[src/rtl/axi_interconnect_crossbar_arbit_lock.sv]
// ----------------------------------------------------------------------------
// axi_interconnect_crossbar_arbit_lock
//
// Sequential grant controller wrapped around the crossbar's combinational
// round-robin (polling) arbiter. It feeds the arbiter its priority pointer,
// captures the arbiter's pick, and locks that user onto one crossbar output
// channel until the transaction is complete: the address handshake has been
// seen and the last data beat (W or R) has been handshaken, in either order.
// On release the pointer moves to the user after the one just served.
//
// Ports:
//   clk              rising-edge clock
//   rst              asynchronous, active-high reset
//   user_req         [NUM]   per-user AxVALID requests
//   arb_current_user [WIDTH] arbiter result for user_req / arb_last_user
//   arb_last_user    [WIDTH] registered priority pointer to the arbiter
//   addr_hs                  address handshake of the granted user
//   xfer_done                last-beat handshake of the granted transaction
//   grant_valid              lock active
//   grant_user       [WIDTH] locked user index
//   grant_onehot     [NUM]   one-hot grant_user, zero when not locked
//   addr_en                  address phase enable (lock taken, no AxHS yet)
// ----------------------------------------------------------------------------
module axi_interconnect_crossbar_arbit_lock #(
    parameter int NUM   = 4,
    // Smallest n >= 1 with 2**n - 1 >= NUM - 1, i.e. clog2(NUM) for NUM >= 2.
    parameter int WIDTH = $clog2(NUM)
) (
    input  logic             clk,
    input  logic             rst,
    input  logic [NUM-1:0]   user_req,
    input  logic [WIDTH-1:0] arb_current_user,
    output logic [WIDTH-1:0] arb_last_user,
    input  logic             addr_hs,
    input  logic             xfer_done,
    output logic             grant_valid,
    output logic [WIDTH-1:0] grant_user,
    output logic [NUM-1:0]   grant_onehot,
    output logic             addr_en
);

    typedef enum logic [1:0] {
        S_IDLE,
        S_GRANT,
        S_BUSY
    } state_t;

    state_t           state_q, state_d;
    logic [WIDTH-1:0] ptr_q, ptr_d;
    logic [WIDTH-1:0] user_q, user_d;
    logic             valid_q, valid_d;
    logic             addr_en_q, addr_en_d;
    logic             done_seen_q, done_seen_d;
    logic             release_lock;

    always_ff @(posedge clk or posedge rst) begin
        if (rst) begin
            state_q     <= S_IDLE;
            ptr_q       <= '0;
            user_q      <= '0;
            valid_q     <= 1'b0;
            addr_en_q   <= 1'b0;
            done_seen_q <= 1'b0;
        end else begin
            state_q     <= state_d;
            ptr_q       <= ptr_d;
            user_q      <= user_d;
            valid_q     <= valid_d;
            addr_en_q   <= addr_en_d;
            done_seen_q <= done_seen_d;
        end
    end

    always_comb begin
        state_d      = state_q;
        ptr_d        = ptr_q;
        user_d       = user_q;
        valid_d      = valid_q;
        addr_en_d    = addr_en_q;
        done_seen_d  = done_seen_q;
        release_lock = 1'b0;

        case (state_q)
            S_IDLE: begin
                if (|user_req) begin
                    state_d   = S_GRANT;
                    user_d    = arb_current_user;
                    valid_d   = 1'b1;
                    addr_en_d = 1'b1;
                end
            end
            S_GRANT: begin
                if (addr_hs) begin
                    if (xfer_done || done_seen_q) begin
                        release_lock = 1'b1;
                    end else begin
                        state_d   = S_BUSY;
                        addr_en_d = 1'b0;
                    end
                end else if (xfer_done) begin
                    // Last data beat may precede the address handshake.
                    done_seen_d = 1'b1;
                end
            end
            S_BUSY: begin
                if (xfer_done) begin
                    release_lock = 1'b1;
                end
            end
            default: begin
                state_d   = S_IDLE;
                valid_d   = 1'b0;
                addr_en_d = 1'b0;
            end
        endcase

        // Single release path: drop the lock and advance the pointer past
        // the user just served, wrapping at NUM.
        if (release_lock) begin
            state_d     = S_IDLE;
            valid_d     = 1'b0;
            addr_en_d   = 1'b0;
            done_seen_d = 1'b0;
            ptr_d       = (user_q == WIDTH'(NUM - 1)) ? '0 : user_q + WIDTH'(1);
        end
    end

    always_comb begin
        grant_onehot = '0;
        for (int unsigned i = 0; i < NUM; i++) begin
            grant_onehot[i] = valid_q && (user_q == WIDTH'(i));
        end
    end

    assign arb_last_user = ptr_q;
    assign grant_valid   = valid_q;
    assign grant_user    = user_q;
    assign addr_en       = addr_en_q;

endmodule
[config.mk]
export PLATFORM = sky130hd
export DESIGN_NAME = axi_interconnect_crossbar_arbit_lock
export DESIGN_NICKNAME = d
export VERILOG_FILES = /design/src/rtl/axi_interconnect_crossbar_arbit_lock.sv
export SDC_FILE = /design/constraint.sdc
export NUM_CORES = 1
export LEC_CHECK = 0
export ABC_CLOCK_PERIOD_IN_PS = 4900
export CELL_PAD_IN_SITES_DETAIL_PLACEMENT = 1
export CELL_PAD_IN_SITES_GLOBAL_PLACEMENT = 1
export CORE_MARGIN = 10
export CORE_UTILIZATION = 33
export CTS_CLUSTER_DIAMETER = 60
export CTS_CLUSTER_SIZE = 12
export DETAILED_ROUTE_END_ITERATION = 12
export PLACE_DENSITY = 0.83
export SYNTH_ARGS = -nofsm -noshare
export SYNTH_HDL_FRONTEND = slang
export SYNTH_SLANG_ARGS = --single-unit
[constraint.sdc]
create_clock -name clk -period 4.9 [get_ports clk]
set_input_delay 0.735 -clock clk [delete_from_list [all_inputs] [get_ports clk]]
set_output_delay 0.735 -clock clk [all_outputs]
set_load 0.01 [all_outputs]
# Word-level counts from Yosys, hierarchy flattened
# Index checks and enable logic that the tools add are counted.
[totals]
in_bits = 10
elab_cells = 54
ff_bits = 9
[classes]
n_eq_ne = 11
add_sub_neg = 1
muxes = 21
reduce_logical = 15
[op_table]
columns = ["cell", "n"]
rows = [
  ["2-to-1 mux 1 bit", 12],
  ["2-to-1 mux 2 bit", 5],
  ["!= test 3 bit, second input constant", 3],
  ["equality test 2 bit, second input constant", 3],
  ["case mux 2 bit (3 select lines)", 1],
  ["equality test 2 x 1 -> 1 bit, second input constant", 2],
  ["logical AND 1 bit", 4],
  ["zero test 2 bit", 2],
  ["!= test 2 x 1 -> 1 bit, second input constant", 2],
  ["case mux 1 bit (2 select lines)", 2],
  ["AND reduction 2 bit", 2],
  ["AND reduction 4 bit", 1],
  ["nonzero test 2 bit", 2],
  ["OR reduction 4 bit", 1],
  ["case mux 1 bit (3 select lines)", 1],
  ["AND reduction 3 bit", 1],
  ["adder 2 x 1 -> 2 bit, second input constant", 1],
  ["!= test 2 bit, second input constant", 1],
  ["OR reduction 2 bit", 1],
  ["logical OR 1 bit", 1],
]

# Depth between registers and ports, before layout
# Gate-level depths: netlist of the first run.
[logic_depth]
depth_word = 6
mapped_depth = 6

# Least setup slack after synthesis of the first run
# OpenSTA, ideal clock, no wires.
[synth_timing]
path_type = "in2reg"
from = "in xfer_done"
to = "reg state_q[1]"
path_buffers = 0
setup_time_ps = 129
path_slack_ps = 3149
arrival_ps = 1621
path_stages = 4
path_cell_list = "or3b_4 > a221oi_2 > mux2i_1 > nor2_1"
[synth_between]
elab_chain_len = 6
[synth_lines]
columns = ["element", "line_no", "text"]
rows = [
  ["start: declaration", "35", "input logic xfer_done,"],
  ["logical OR 1 bit", "94", "if (xfer_done || done_seen_q) begin"],
  ["2-to-1 mux 1 bit", "94", ""],
  ["2-to-1 mux 1 bit", "93", "if (addr_hs) begin"],
  ["case mux 1 bit (2 select lines)", "83", "case (state_q)"],
  ["!= test 3 bit (no source line) or != test 2 bit (tied branches)", "--", ""],
  ["AND reduction 4 bit (no source line)", "--", ""],
  ["end signal: assignment", "65", "state_q <= state_d;"],
  ["end: declaration", "48", "state_t state_q, state_d;"],
]
# Several ways; a longest one is shown, not always the timed one.
# A chain may end at the register's enable or synchronous reset.

# Final worst setup path of the first run
[layout_timing]
from = "reg user_q[0] (netlist: grant_user[0])"
to = "out grant_onehot[0]"
[layout_between]
elab_chain_len = 2
[layout_lines]
columns = ["element", "line_no", "text"]
rows = [
  ["start: declaration", "50", "logic [WIDTH-1:0] user_q, user_d;"],
  ["start signal: assignment", "67", "user_q <= user_d;"],
  ["zero test 2 bit", "131", "grant_onehot[i] = valid_q && (user_q == WIDTH'(i));"],
  ["logical AND 1 bit", "131", ""],
  ["end: declaration", "38", "output logic [NUM-1:0] grant_onehot,"],
]
# No other way between the ends.

==> results of run 1 <==
how the worst max path moves through the flow:
stage	to	startpoint	slack (ns)
floorplan	state_q[1]	xfer_done	3.15
global placement	state_q[1]	addr_hs	2.57
detailed placement	state_q[1]	addr_hs	2.56
CTS	grant_onehot[2]	grant_user[0]	2.53
global route	grant_onehot[0]	grant_user[0]	2.47
finish	grant_onehot[0]	grant_user[0]	2.56
where the power goes:
part	internal, mW	switching (mW)	leakage [nW]	total (mW)
Clock	0.0281	0.0227	0.0138	0.0508
Combinational	0.157	0.125	0.228	0.282
Sequential	0.101	0.0334	0.0959	0.135
Total	0.286	0.181	0.338	0.467
metrics by stage:
stage,std cells,utilization,worst slack (ns),instance area [µm²]
floorplan,49,-,3.15,519
global placement,84,0.490,2.57,729
detailed placement,84,0.490,2.56,729
CTS,87,0.505,2.53,752
global route,87,0.505,2.47,752
finish,87,0.505,2.56,752
layout by cell type, fill, tap and decap left out, drive strengths merged:
cell type and count:
a31oi 2, a21oi 1, mux2i 1, a221oi 1
clkbuf 3, clkdlybuf4s50 19, dfrtp 8, inv 6
nor3 1, nor2 6, ha 7, nand2 1
nor4 1, nand2b 1, or3b 1, and2 4
mux2 4, o32a 1, a21boi 1, o211ai 1
nor2b 1
sequential cells by signal, summed over array words and instances, names as in the netlist:
name,flops
grant_user,2
grant_valid,1
state_q,1
done_seen_q,1
arb_last_user,2
addr_en,1
cell families (layout without fill, tap and decap cells):
group | count (synthesis) | count (layout) | share of synthesized area
and+or+nand+nor | 16 | 16 | 0.178
muxes | 5 | 5 | 0.106
adders and majority gates | 7 | 7 | 0.169
buffers and inverters | 6 | 28 | 0.0434
DFF | 8 | 8 | 0.386
AOI/OAI and AO/OA | 7 | 7 | 0.118
layer usage:
| metal | share of wire | vias up | wire [µm] |
|---|---|---|---|
| met5 | 0 | - | 0 |
| met2 | 0.48 | 10 | 628 |
| met1 | 0.43 | 209 | 560 |
| met4 | 0.0084 | 0 | 11 |
| li1 | - | 211 | - |
| met3 | 0.086 | 2 | 113 |
layout make-up:
type,instances,area (µm²),area share
multi-input cells,35,297,0.394
repair buffers,19,190,0.253
clock buffers,3,22.5,0.0300
well taps,16,20.0,0.0266
inverters,6,22.5,0.0300
flip-flops and latches,8,200,0.266
==> metrics.md, run 1 <==
| Metric | Value |
|---|---|
| Startpoint types | `flop` |
| Post-synthesis cell area | `a little over 500 µm²` |
| Slowest cell on the critical path | `clkdlybuf4s50_1` |
| Top Family by Delay on Critical Path | `buffers and inverters` |
| Largest net degree at the start of global routing | `9` |
| Initial antenna violation count | `0` |
| H-tree Lvls | `1` |
| Grt met3 use | `0.0403` |
| Yosys Warn Count | `0` |
| Fin crit period | `2.34 ns` |
| Worst slew pin tran | `roughly 0.43 ns` |
| Hold EP | `arb_last_user[0]` |
| GR Overflow Total | `0` |
| Final hold vios | `0` |
| EDFF count, synth | `0` |
| Yosys top cell area share | `0.386` |
| Vias in the first global route | `477` |
| Top cell type by total area after synthesis | `dfrtp_1` |
| M1 GR Usage | `0.0851` |
| Critical path depth in cells | `4` |
| Count leader, synth | `dfrtp_1` |
| Req. time, crit path | `between 4 and 5 ns` |
| Drt wl/cell | `about 15 µm` |
| CTS clk-pin slew, worst paths | `around 0.060 ns` |
| P per Cell Area | `approximately 620 nW/µm²` |
| Clk sink count | `8` |
| Max Fclk | `428 MHz` |
| Distinct cells, synth | `20` |
| Seq cells post-synth | `8` |
| ANT cells | `0` |
| Layout cell share with drive strength beyond 1 | `0.141` |
| Worst Path Buf+Inv | `2` |
| Most frequent cells after synthesis | `dfrtp_1 (8), ha_1 (7), inv_1 (6), nor2_1 (6), and2_1 (4)` |
| First-pass DRT Iterations | `4` |
| Net count reported at finish | `90` |
| Total power | `approximately 0.47 mW` |
| CP endpoint kind | `primary output` |
| Worst-case clock buffer depth | `2` |
| Worst stage delay on the critical path | `approximately 0.48 ns` |
| Die H | `about 60 µm` |
| Total track usage | `0.0779` |
| Hold Startpoint | `arb_last_user[0]` |
| Post-route ant nets | `0` |
| Crit-path cells | `inv_1 > ha_1 > and2_1 > clkdlybuf4s50_1` |
| Final number of setup-violating endpoints | `0` |
| CTS tree | `done` |
| Setup_tns | `0 ns` |
| Core area | `about 1500 µm²` |
| Kind of critical path | `flop to primary output` |
| Crit path max fanout | `6` |
| Seq/Total Area, Yosys | `0.386` |
| Hold path cells | `1` |
| Number of max-cap violations | `0` |
| Boundary Pins | `20` |
| Initial core utilization | `0.349` |
| Syn_nets | `66` |
| RSZ-0062 raised after global routing | `no` |
| Gpl congestion | `between 0.7 and 0.8` |
| Mapped Cells | `49` |
| Post-CTS resize count | `0` |
| Count of final max-slew check failures | `0` |
| Routed vias/inst | `4.97` |
| Top post-synthesis cells by area | `dfrtp_1 (39%), ha_1 (17%), mux2_2 (6.5%), and2_1 (4.8%), inv_1 (4.3%)` |
| Reg2reg end | `arb_last_user[1]` |
| Area Growth Syn to Fin | `44.8%` |
| Avg Cell Area, Syn | `10.6 µm²` |
| DRT iter0 DRCs | `2` |
| Hold Path Class | `flop to flop` |
| Die X | `just under 60 µm` |
| Rows | `14` |
| Skew final | `0.00458 ns` |
| Max transition margin | `0.712` |
| Die area | `3560 µm²` |
| Arr. time, crit path | `approximately 1.6 ns` |
| Global-route wire length before repair | `2.14 mm` |
| Leakage | `approximately 0.34 nW` |
| Post-CTS setup buffers | `0` |
| Fill count | `roughly 170` |
| Async SR Flop Fraction | `1.00` |
| Outcome | `finished, final reports clean` |
| PortBufs | `19` |
| Worst R2R Start | `state_q[1]` |
| Post-DP HPWL | `approximately 1.1 mm` |
| Clock latency on the worst-skew pair | `approximately 0.25 ns` |
| Tcrit/Tclk final | `0.477` |
| Worst reg2reg setup slack | `between 3 and 4 ns` |
| GR peak layer | `met2` |
| WL final | `between 1 and 1.5 mm` |
| Hold buffers post-CTS | `0` |
| Ys flop type | `dfrtp_1` |
| Worst R2R Path Depth | `5` |
| DR DRC count | `0` |
| Met2 usage | `0.121` |
| Vias | `between 400 and 500` |
| Clock root buffer | `clkbuf_4` |
| CTS buffer count | `3` |
| Maximum VDD drop | `slightly above 0.3 mV` |
| Fin Hold WS | `slightly above 0.5 ns` |
Note: power is estimated with default switching activity, not from simulation.
==> run 2: changes to the inputs <==
--- a/config.mk
+++ b/config.mk
@@ -5,15 +5,15 @@
 export SDC_FILE = /design/constraint.sdc
 export NUM_CORES = 1
 export LEC_CHECK = 0
-export ABC_CLOCK_PERIOD_IN_PS = 4900
+export ABC_CLOCK_PERIOD_IN_PS = 2200
 export CELL_PAD_IN_SITES_DETAIL_PLACEMENT = 1
 export CELL_PAD_IN_SITES_GLOBAL_PLACEMENT = 1
 export CORE_MARGIN = 10
-export CORE_UTILIZATION = 33
+export CORE_UTILIZATION = 31
 export CTS_CLUSTER_DIAMETER = 60
 export CTS_CLUSTER_SIZE = 12
 export DETAILED_ROUTE_END_ITERATION = 12
-export PLACE_DENSITY = 0.83
+export PLACE_DENSITY = 0.79
 export SYNTH_ARGS = -nofsm -noshare
 export SYNTH_HDL_FRONTEND = slang
 export SYNTH_SLANG_ARGS = --single-unit
==> constraint.sdc (replaced) <==
create_clock -name clk -period 2.2 [get_ports clk]
set_input_delay 0.33 -clock clk [delete_from_list [all_inputs] [get_ports clk]]
set_output_delay 0.33 -clock clk [all_outputs]
set_load 0.01 [all_outputs]
==> run 2 against run 1 <==
  * Final cell count rose by 1.1%
  * Clock-buffer cell count did not move
  * Register-to-register slack got worse by 2.7 ns
  * Die area rose by 4.3%
  * Worst setup slack got worse by 2.3 ns
  * Total power rose by 120%
  * Critical path type unchanged
==> metrics.md, run 2 (synthesized netlist as in run 1, its figures left out) <==
| Metric | Value |
|---|---|
| Routed vias/inst | `5.08 (+2.3%)` |
| Kind of critical path | `flop to primary output` |
| Largest net degree at the start of global routing | `9 (unchanged)` |
| Crit-path cells | `inv_1 > ha_1 > and2_1 > clkdlybuf4s50_1` |
| Initial core utilization | `0.337 (-0.0119)` |
| Rows | `14 (unchanged)` |
| Vias in the first global route | `530 (+11%)` |
| Post-route ant nets | `0 (unchanged)` |
| Skew final | `0.00540 ns (+0.000818 ns)` |
| Net count reported at finish | `91 (+1.1%)` |
| DRT iter0 DRCs | `4 (+2)` |
| Layout cell share with drive strength beyond 1 | `0.153 (+0.0119)` |
| P per Cell Area | `1380 nW/µm² (+120%)` |
| Final number of setup-violating endpoints | `0 (unchanged)` |
| Slowest cell on the critical path | `clkdlybuf4s50_1` |
| ANT cells | `0 (unchanged)` |
| Worst slew pin tran | `0.365 ns (-0.0637 ns)` |
| DR DRC count | `0 (unchanged)` |
| Worst Path Buf+Inv | `2 (unchanged)` |
| CTS tree | `done` |
| First-pass DRT Iterations | `3 (-1)` |
| Maximum VDD drop | `0.602 mV (+95%)` |
| Initial antenna violation count | `0 (unchanged)` |
| Clock root buffer | `clkbuf_4` |
| Leading cell type in the layout, fill and taps excluded | `clkdlybuf4s50_1` |
| CTS buffer count | `3 (unchanged)` |
| Req. time, crit path | `1.87 ns (-2.29 ns)` |
| Die H | `60.9 µm (+2.1%)` |
| Hold Path Class | `input port to async pin` |
| Most frequent cells in the layout | `clkdlybuf4s50_1 (19), dfrtp_1 (8), ha_1 (7)` |
| Crit path max fanout | `6 (unchanged)` |
| Drt wl/cell | `15.2 µm (+0.52%)` |
| Leakage | `0.344 nW (+1.6%)` |
| GR Overflow Total | `0 (unchanged)` |
| Max Fclk | `between 500 and 600 MHz` |
| Core area | `1540 µm² (+3.5%)` |
| H-tree Lvls | `1 (unchanged)` |
| RSZ-0062 raised after global routing | `no` |
| Top Family by Delay on Critical Path | `buffers and inverters` |
| Worst stage delay on the critical path | `0.48 ns (about the same)` |
| WL final | `1.34 mm (+1.7%)` |
| Number of max-cap violations | `0 (unchanged)` |
| CP endpoint kind | `primary output` |
| Clk sink count | `8 (unchanged)` |
| Post-CTS resize count | `0 (unchanged)` |
| Arr. time, crit path | `1.60 ns (about the same)` |
| Final hold vios | `0 (unchanged)` |
| Count of final max-slew check failures | `0 (unchanged)` |
| Post-CTS setup buffers | `0 (unchanged)` |
| Worst reg2reg setup slack | `0.45 ns (-2.69 ns)` |
| Setup_tns | `0 ns (unchanged)` |
| Die area | `3710 µm² (+4.3%)` |
| Startpoint types | `flop` |
| Gpl congestion | `0.728 (-3.8%)` |
| Tcrit/Tclk final | `0.875` |
| Outcome | `finished, final reports clean` |
| Hold buffers post-CTS | `0 (unchanged)` |
| Global-route wire length before repair | `2.38 mm (+11%)` |
| Worst-case clock buffer depth | `2 (unchanged)` |
| Clock latency on the worst-skew pair | `0.25 ns (about the same)` |
| Fin crit period | `roughly 1.9 ns` |
| Boundary Pins | `20 (unchanged)` |
| Area Growth Syn to Fin | `46.3%` |
| Total track usage | `0.0843 (+0.00647)` |
| Vias | `447 (+3.5%)` |
| Fin Hold WS | `0.326 ns (-0.177 ns)` |
| CTS clk-pin slew, worst paths | `0.06 ns (about the same)` |
| Max transition margin | `0.755 (+0.0434)` |
| Die X | `60.9 µm (+2.1%)` |
| PortBufs | `19 (unchanged)` |
| Post-DP HPWL | `1.16 mm (+5.0%)` |
[run 2: cell count changes in the layout (fill, tap and decap cells not counted)]
cell   previous run  this run
buf_4             0         1
[run 2: report_power, final]
part / total, mW / internal [mW] / switching, mW
clock network: 0.112 / 0.0624 / 0.0498
registers: 0.302 / 0.225 / 0.0768
logic: 0.635 / 0.352 / 0.283
[run 2: through the flow]
step	std cells	util	area [µm²]	worst slack, ns	power (mW)
3_5_place_dp	85	0.478	737	0.257	0.951
4_1_cts	88	0.493	759	0.247	1.07
3_3_place_gp	85	0.478	737	0.318	0.924
2_1_floorplan	49	-	519	0.652	0.660
5_1_grt	88	0.493	759	0.172	1.16
6_report	88	0.493	759	0.274	1.05
[run 2: final cells by class]
type                    count  area, µm²
fillers                   185        782
multi-input cells          35        297
flip-flops and latches      8        200
repair buffers             20        198
clock buffers               3       22.5
inverters                   6       22.5
well taps                  16       20.0
[run 2: routing by layer]
metal	part of all wire	vias to the layer above	GRT usage	routed length, µm
met5	0	-	0	0
met4	0.0082	0	0.0502	11
met3	0.10	2	0.0438	135
met2	0.46	16	0.127	614
met1	0.43	214	0.0927	573
li1	-	215	-	-
[run 2: path summary, 6_finish.rpt]
check,startpoint,to,depth (start not counted)
min,rst,arb_last_user[1],2
max,grant_user[0],grant_onehot[0],4
min reg2reg,arb_last_user[1],arb_last_user[1],1
max reg2reg,state_q[1],arb_last_user[0],5
min in group clk,arb_last_user[1],arb_last_user[1],1
max in group asynchronous,rst,arb_last_user[0],2
==> run 3: changes to the inputs <==
--- a/config.mk
+++ b/config.mk
@@ -5,15 +5,15 @@
 export SDC_FILE = /design/constraint.sdc
 export NUM_CORES = 1
 export LEC_CHECK = 0
+export ABC_AREA = 1
 export ABC_CLOCK_PERIOD_IN_PS = 2200
 export CELL_PAD_IN_SITES_DETAIL_PLACEMENT = 1
 export CELL_PAD_IN_SITES_GLOBAL_PLACEMENT = 1
 export CORE_MARGIN = 10
-export CORE_UTILIZATION = 31
+export CORE_UTILIZATION = 29
 export CTS_CLUSTER_DIAMETER = 60
-export CTS_CLUSTER_SIZE = 12
 export DETAILED_ROUTE_END_ITERATION = 12
-export PLACE_DENSITY = 0.79
+export PLACE_DENSITY = 0.78
 export SYNTH_ARGS = -nofsm -noshare
 export SYNTH_HDL_FRONTEND = slang
 export SYNTH_SLANG_ARGS = --single-unit
==> run 3 against run 2 <==
  * Core utilization fell by 4.3 points
  * Final cell count grew 33%
  * Clock skew shrank 0.0023 ns
  * First-iteration DRC count is 50% higher
  * Sequential cell count unchanged
  * Critical endpoint is now grant_onehot[2]
  * Global-route usage decreased by 1.5 points
  * Non-clock buffer count shrank 1
  * Largest power group unchanged
  * Cell area up 3.5%
  * Sequential share of layout area shrank 0.88 points
==> metrics.md, run 3 <==
| Metric | Value |
|---|---|
| Outcome | `finished, final reports clean` |
| WL final | `1.37 mm (+2.2%)` |
| Leakage | `0.414 nW (+21%)` |
| Post-CTS setup buffers | `0 (unchanged)` |
| Fin Hold WS | `0.326 ns (+0.000687 ns)` |
| Hold buffers post-CTS | `0 (unchanged)` |
| Drt wl/cell | `11.7 µm (-23%)` |
| First-pass DRT Iterations | `3 (unchanged)` |
| DRT iter0 DRCs | `6 (+2)` |
| Crit path max fanout | `5 (-1)` |
| Count of final max-slew check failures | `0 (unchanged)` |
| Post-CTS resize count | `0 (unchanged)` |
| Post-synthesis compound-gate area fraction | `0.0762 (-0.0419)` |
| CTS buffer count | `3 (unchanged)` |
| Largest family of logic cells by synthesized area | `simple AND/OR/NAND/NOR gates` |
| Total track usage | `0.0697 (-0.0146)` |
| GR Overflow Total | `0 (unchanged)` |
| Post-DP HPWL | `1.19 mm (+2.3%)` |
| Yosys Warn Count | `0 (unchanged)` |
| Fill count | `224 (+21%)` |
| Number of max-cap violations | `0 (unchanged)` |
| Gpl congestion | `0.747 (+2.7%)` |
| Synth Area in Simple Gates | `0.289 (+0.110)` |
| Clk sink count | `8 (unchanged)` |
| CP endpoint kind | `primary output` |
| Area Growth Syn to Fin | `45.0%` |
| Top post-synthesis cells by area | `dfrtp_1 (37%), ha_1 (16%), nand2_1 (14%), inv_1 (9.0%), nand3_1 (5.5%)` |
| Startpoint types | `flop` |
| Clock root buffer | `clkbuf_4` |
| P per Cell Area | `1300 nW/µm² (-5.7%)` |
| PortBufs | `19 (unchanged)` |
| Synth Area in XOR/XNOR | `0 (unchanged)` |
| Routed vias/inst | `4.37 (-14%)` |
| Slowest cell on the critical path | `clkdlybuf4s50_1` |
| Distinct cells, synth | `15 (-25%)` |
| Yosys top cell area share | `0.370 (-0.0160)` |
| Core area | `1750 µm² (+13%)` |
| CTS tree | `done` |
| M1 GR Usage | `0.0657 (-0.0271)` |
| Req. time, crit path | `1.87 ns (about the same)` |
| Vias | `511 (+14%)` |
| Arr. time, crit path | `1.57 ns (-0.03 ns)` |
| Multiplexer area fraction after synthesis | `0 (-0.106)` |
| ANT cells | `0 (unchanged)` |
| Post-route ant nets | `0 (unchanged)` |
| Met2 usage | `0.129 (+0.00280)` |
| Die area | `4000 µm² (+7.7%)` |
| Largest net degree at the start of global routing | `11 (+2)` |
| Skew final | `0.00310 ns (-0.00230 ns)` |
| Syn_nets | `87 (+32%)` |
| Final hold vios | `0 (unchanged)` |
| Ys flop type | `dfrtp_1` |
| Worst Path Buf+Inv | `3 (+1)` |
| Avg Cell Area, Syn | `7.74 µm² (-27%)` |
| Most used cell, CP | `inv_1` |
| EDFF count, synth | `0 (unchanged)` |
| Net count reported at finish | `111 (+22%)` |
| Global-route wire length before repair | `2.35 mm (-1.4%)` |
| GR peak layer | `met2` |
| Max transition margin | `0.782 (+0.0265)` |
| Worst setup path startpoint | `grant_user[0]` |
| Mapped Cells | `70 (+43%)` |
| Count leader, synth | `nand2_1` |
| Vias in the first global route | `542 (+2.3%)` |
| DR DRC count | `0 (unchanged)` |
| Max Fclk | `527 MHz (+1.5%)` |
| Top Family by Delay on Critical Path | `buffers and inverters` |
| Crit-path cells | `inv_1 > ha_1 > nand2_1 > inv_1 > clkdlybuf4s50_1` |
| Most frequent cells in the layout | `nand2_1 (20), clkdlybuf4s50_1 (19), inv_1 (13)` |
| Boundary Pins | `20 (unchanged)` |
| RSZ-0062 raised after global routing | `no` |
| Initial core utilization | `0.310 (-0.0265)` |
| Post-synthesis cell area | `542 µm² (+4.3%)` |
| Seq cells post-synth | `8 (unchanged)` |
| Worst-case clock buffer depth | `2 (unchanged)` |
| Setup_tns | `0 ns (unchanged)` |
| Worst stage delay on the critical path | `0.53 ns (+0.05 ns)` |
| Hold Path Class | `input port to async pin` |
| Async SR Flop Fraction | `1.00 (unchanged)` |
| Tcrit/Tclk final | `0.863 (-0.0128)` |
| Final number of setup-violating endpoints | `0 (unchanged)` |
| Top cell type by total area after synthesis | `dfrtp_1` |
| Die X | `63.2 µm (+3.8%)` |
| Initial antenna violation count | `0 (unchanged)` |
| Grt met3 use | `0.0424 (-0.00144)` |
| H-tree Lvls | `1 (unchanged)` |
| Clock latency on the worst-skew pair | `0.25 ns (about the same)` |
| Seq/Total Area, Yosys | `0.370 (-0.0160)` |
| Die H | `63.2 µm (+3.8%)` |
| Maximum VDD drop | `0.666 mV (+11%)` |
| Kind of critical path | `flop to primary output` |
| Leading cell type in the layout, fill and taps excluded | `nand2_1` |
| Worst slew pin tran | `0.327 ns (-0.0380 ns)` |
| Rows | `15 (+1)` |
| Fin crit period | `1.90 ns (-0.0282 ns)` |
| CTS clk-pin slew, worst paths | `0.06 ns (about the same)` |
| Layout cell share with drive strength beyond 1 | `0.0978 (-0.0550)` |
| Fraction of the mapped netlist area in adder cells | `0.162 (-0.00701)` |
| Worst R2R Start | `addr_en` |
| Most frequent cells after synthesis | `nand2_1 (20), inv_1 (13), dfrtp_1 (8)` |
==> run 3: changes by cell type in the layout (fill, tap and decap cells not counted), moves of 2 or more <==
cell     delta
nand3_1     +6
nor2_1      -2
a31oi_1     -2
inv_2       +2
nand2_1    +19
inv_1       +7
o21ai_1     +2
and2_1      -4
mux2_2      -3
==> run 3: layout make-up <==
cell class              count  area [µm²]  area share
multi-input cells          47         285       0.363
flip-flops and latches      8         200       0.255
repair buffers             19         190       0.242
inverters                  15        56.3      0.0717
well taps                  25        31.3      0.0398
clock buffers               3        22.5      0.0287
==> run 3: path summary, 6_finish.rpt <==
kind	depth (start not counted)	slack [ns]	end
worst max-delay path	5	0.30	grant_onehot[2]
min in group clk	2	0.50	arb_last_user[0]
max in group asynchronous	2	1.63	grant_user[0]
worst max register to register	7	0.87	addr_en
worst min-delay path	2	0.33	state_q[1]
worst min register to register	2	0.50	arb_last_user[0]
==> run 3: power by group <==
group          internal (mW)  total, mW  leakage, nW  switching, mW
clock network         0.0626      0.115       0.0138         0.0520
registers              0.221      0.284       0.0968         0.0631
logic                  0.292      0.626        0.304          0.334
total                  0.575       1.02        0.414          0.449
==> run 3: cell families after synthesis <==
group / Yosys count
AO/OA/AOI/OAI: 6
adder cells (fa/ha/maj): 7
buffers and inverters: 15
flip-flops: 8
AND/OR/NAND/NOR: 34
==> run 3: worst register-to-register path: stages (launching register included) <==
cell     delay [ns]
dfrtp_1        0.41
inv_1          0.10
ha_1           0.22
nand3_1        0.14
nand3_1        0.17
nand2_1        0.07
nand2_1        0.06
nand2_1        0.06
==> run 3: metal layers <==
layer  vias to the layer above  share of wire
met2                        15           0.51
met3                         0           0.10
met5                         -              0
met1                       235           0.38
met4                         0              0
li1                        261              -
==> run 3: stage by stage <==
stage | instances | total power [mW] | setup slack [ns] | area, µm² | util
2_1_floorplan | 70 | 0.653 | 0.966 | 542 | -
6_report | 117 | 1.02 | 0.302 | 786 | 0.450
3_3_place_gp | 114 | 0.894 | 0.560 | 763 | 0.437
4_1_cts | 117 | 1.04 | 0.267 | 786 | 0.450
5_1_grt | 117 | 1.14 | 0.180 | 786 | 0.450
3_5_place_dp | 114 | 0.927 | 0.543 | 763 | 0.437
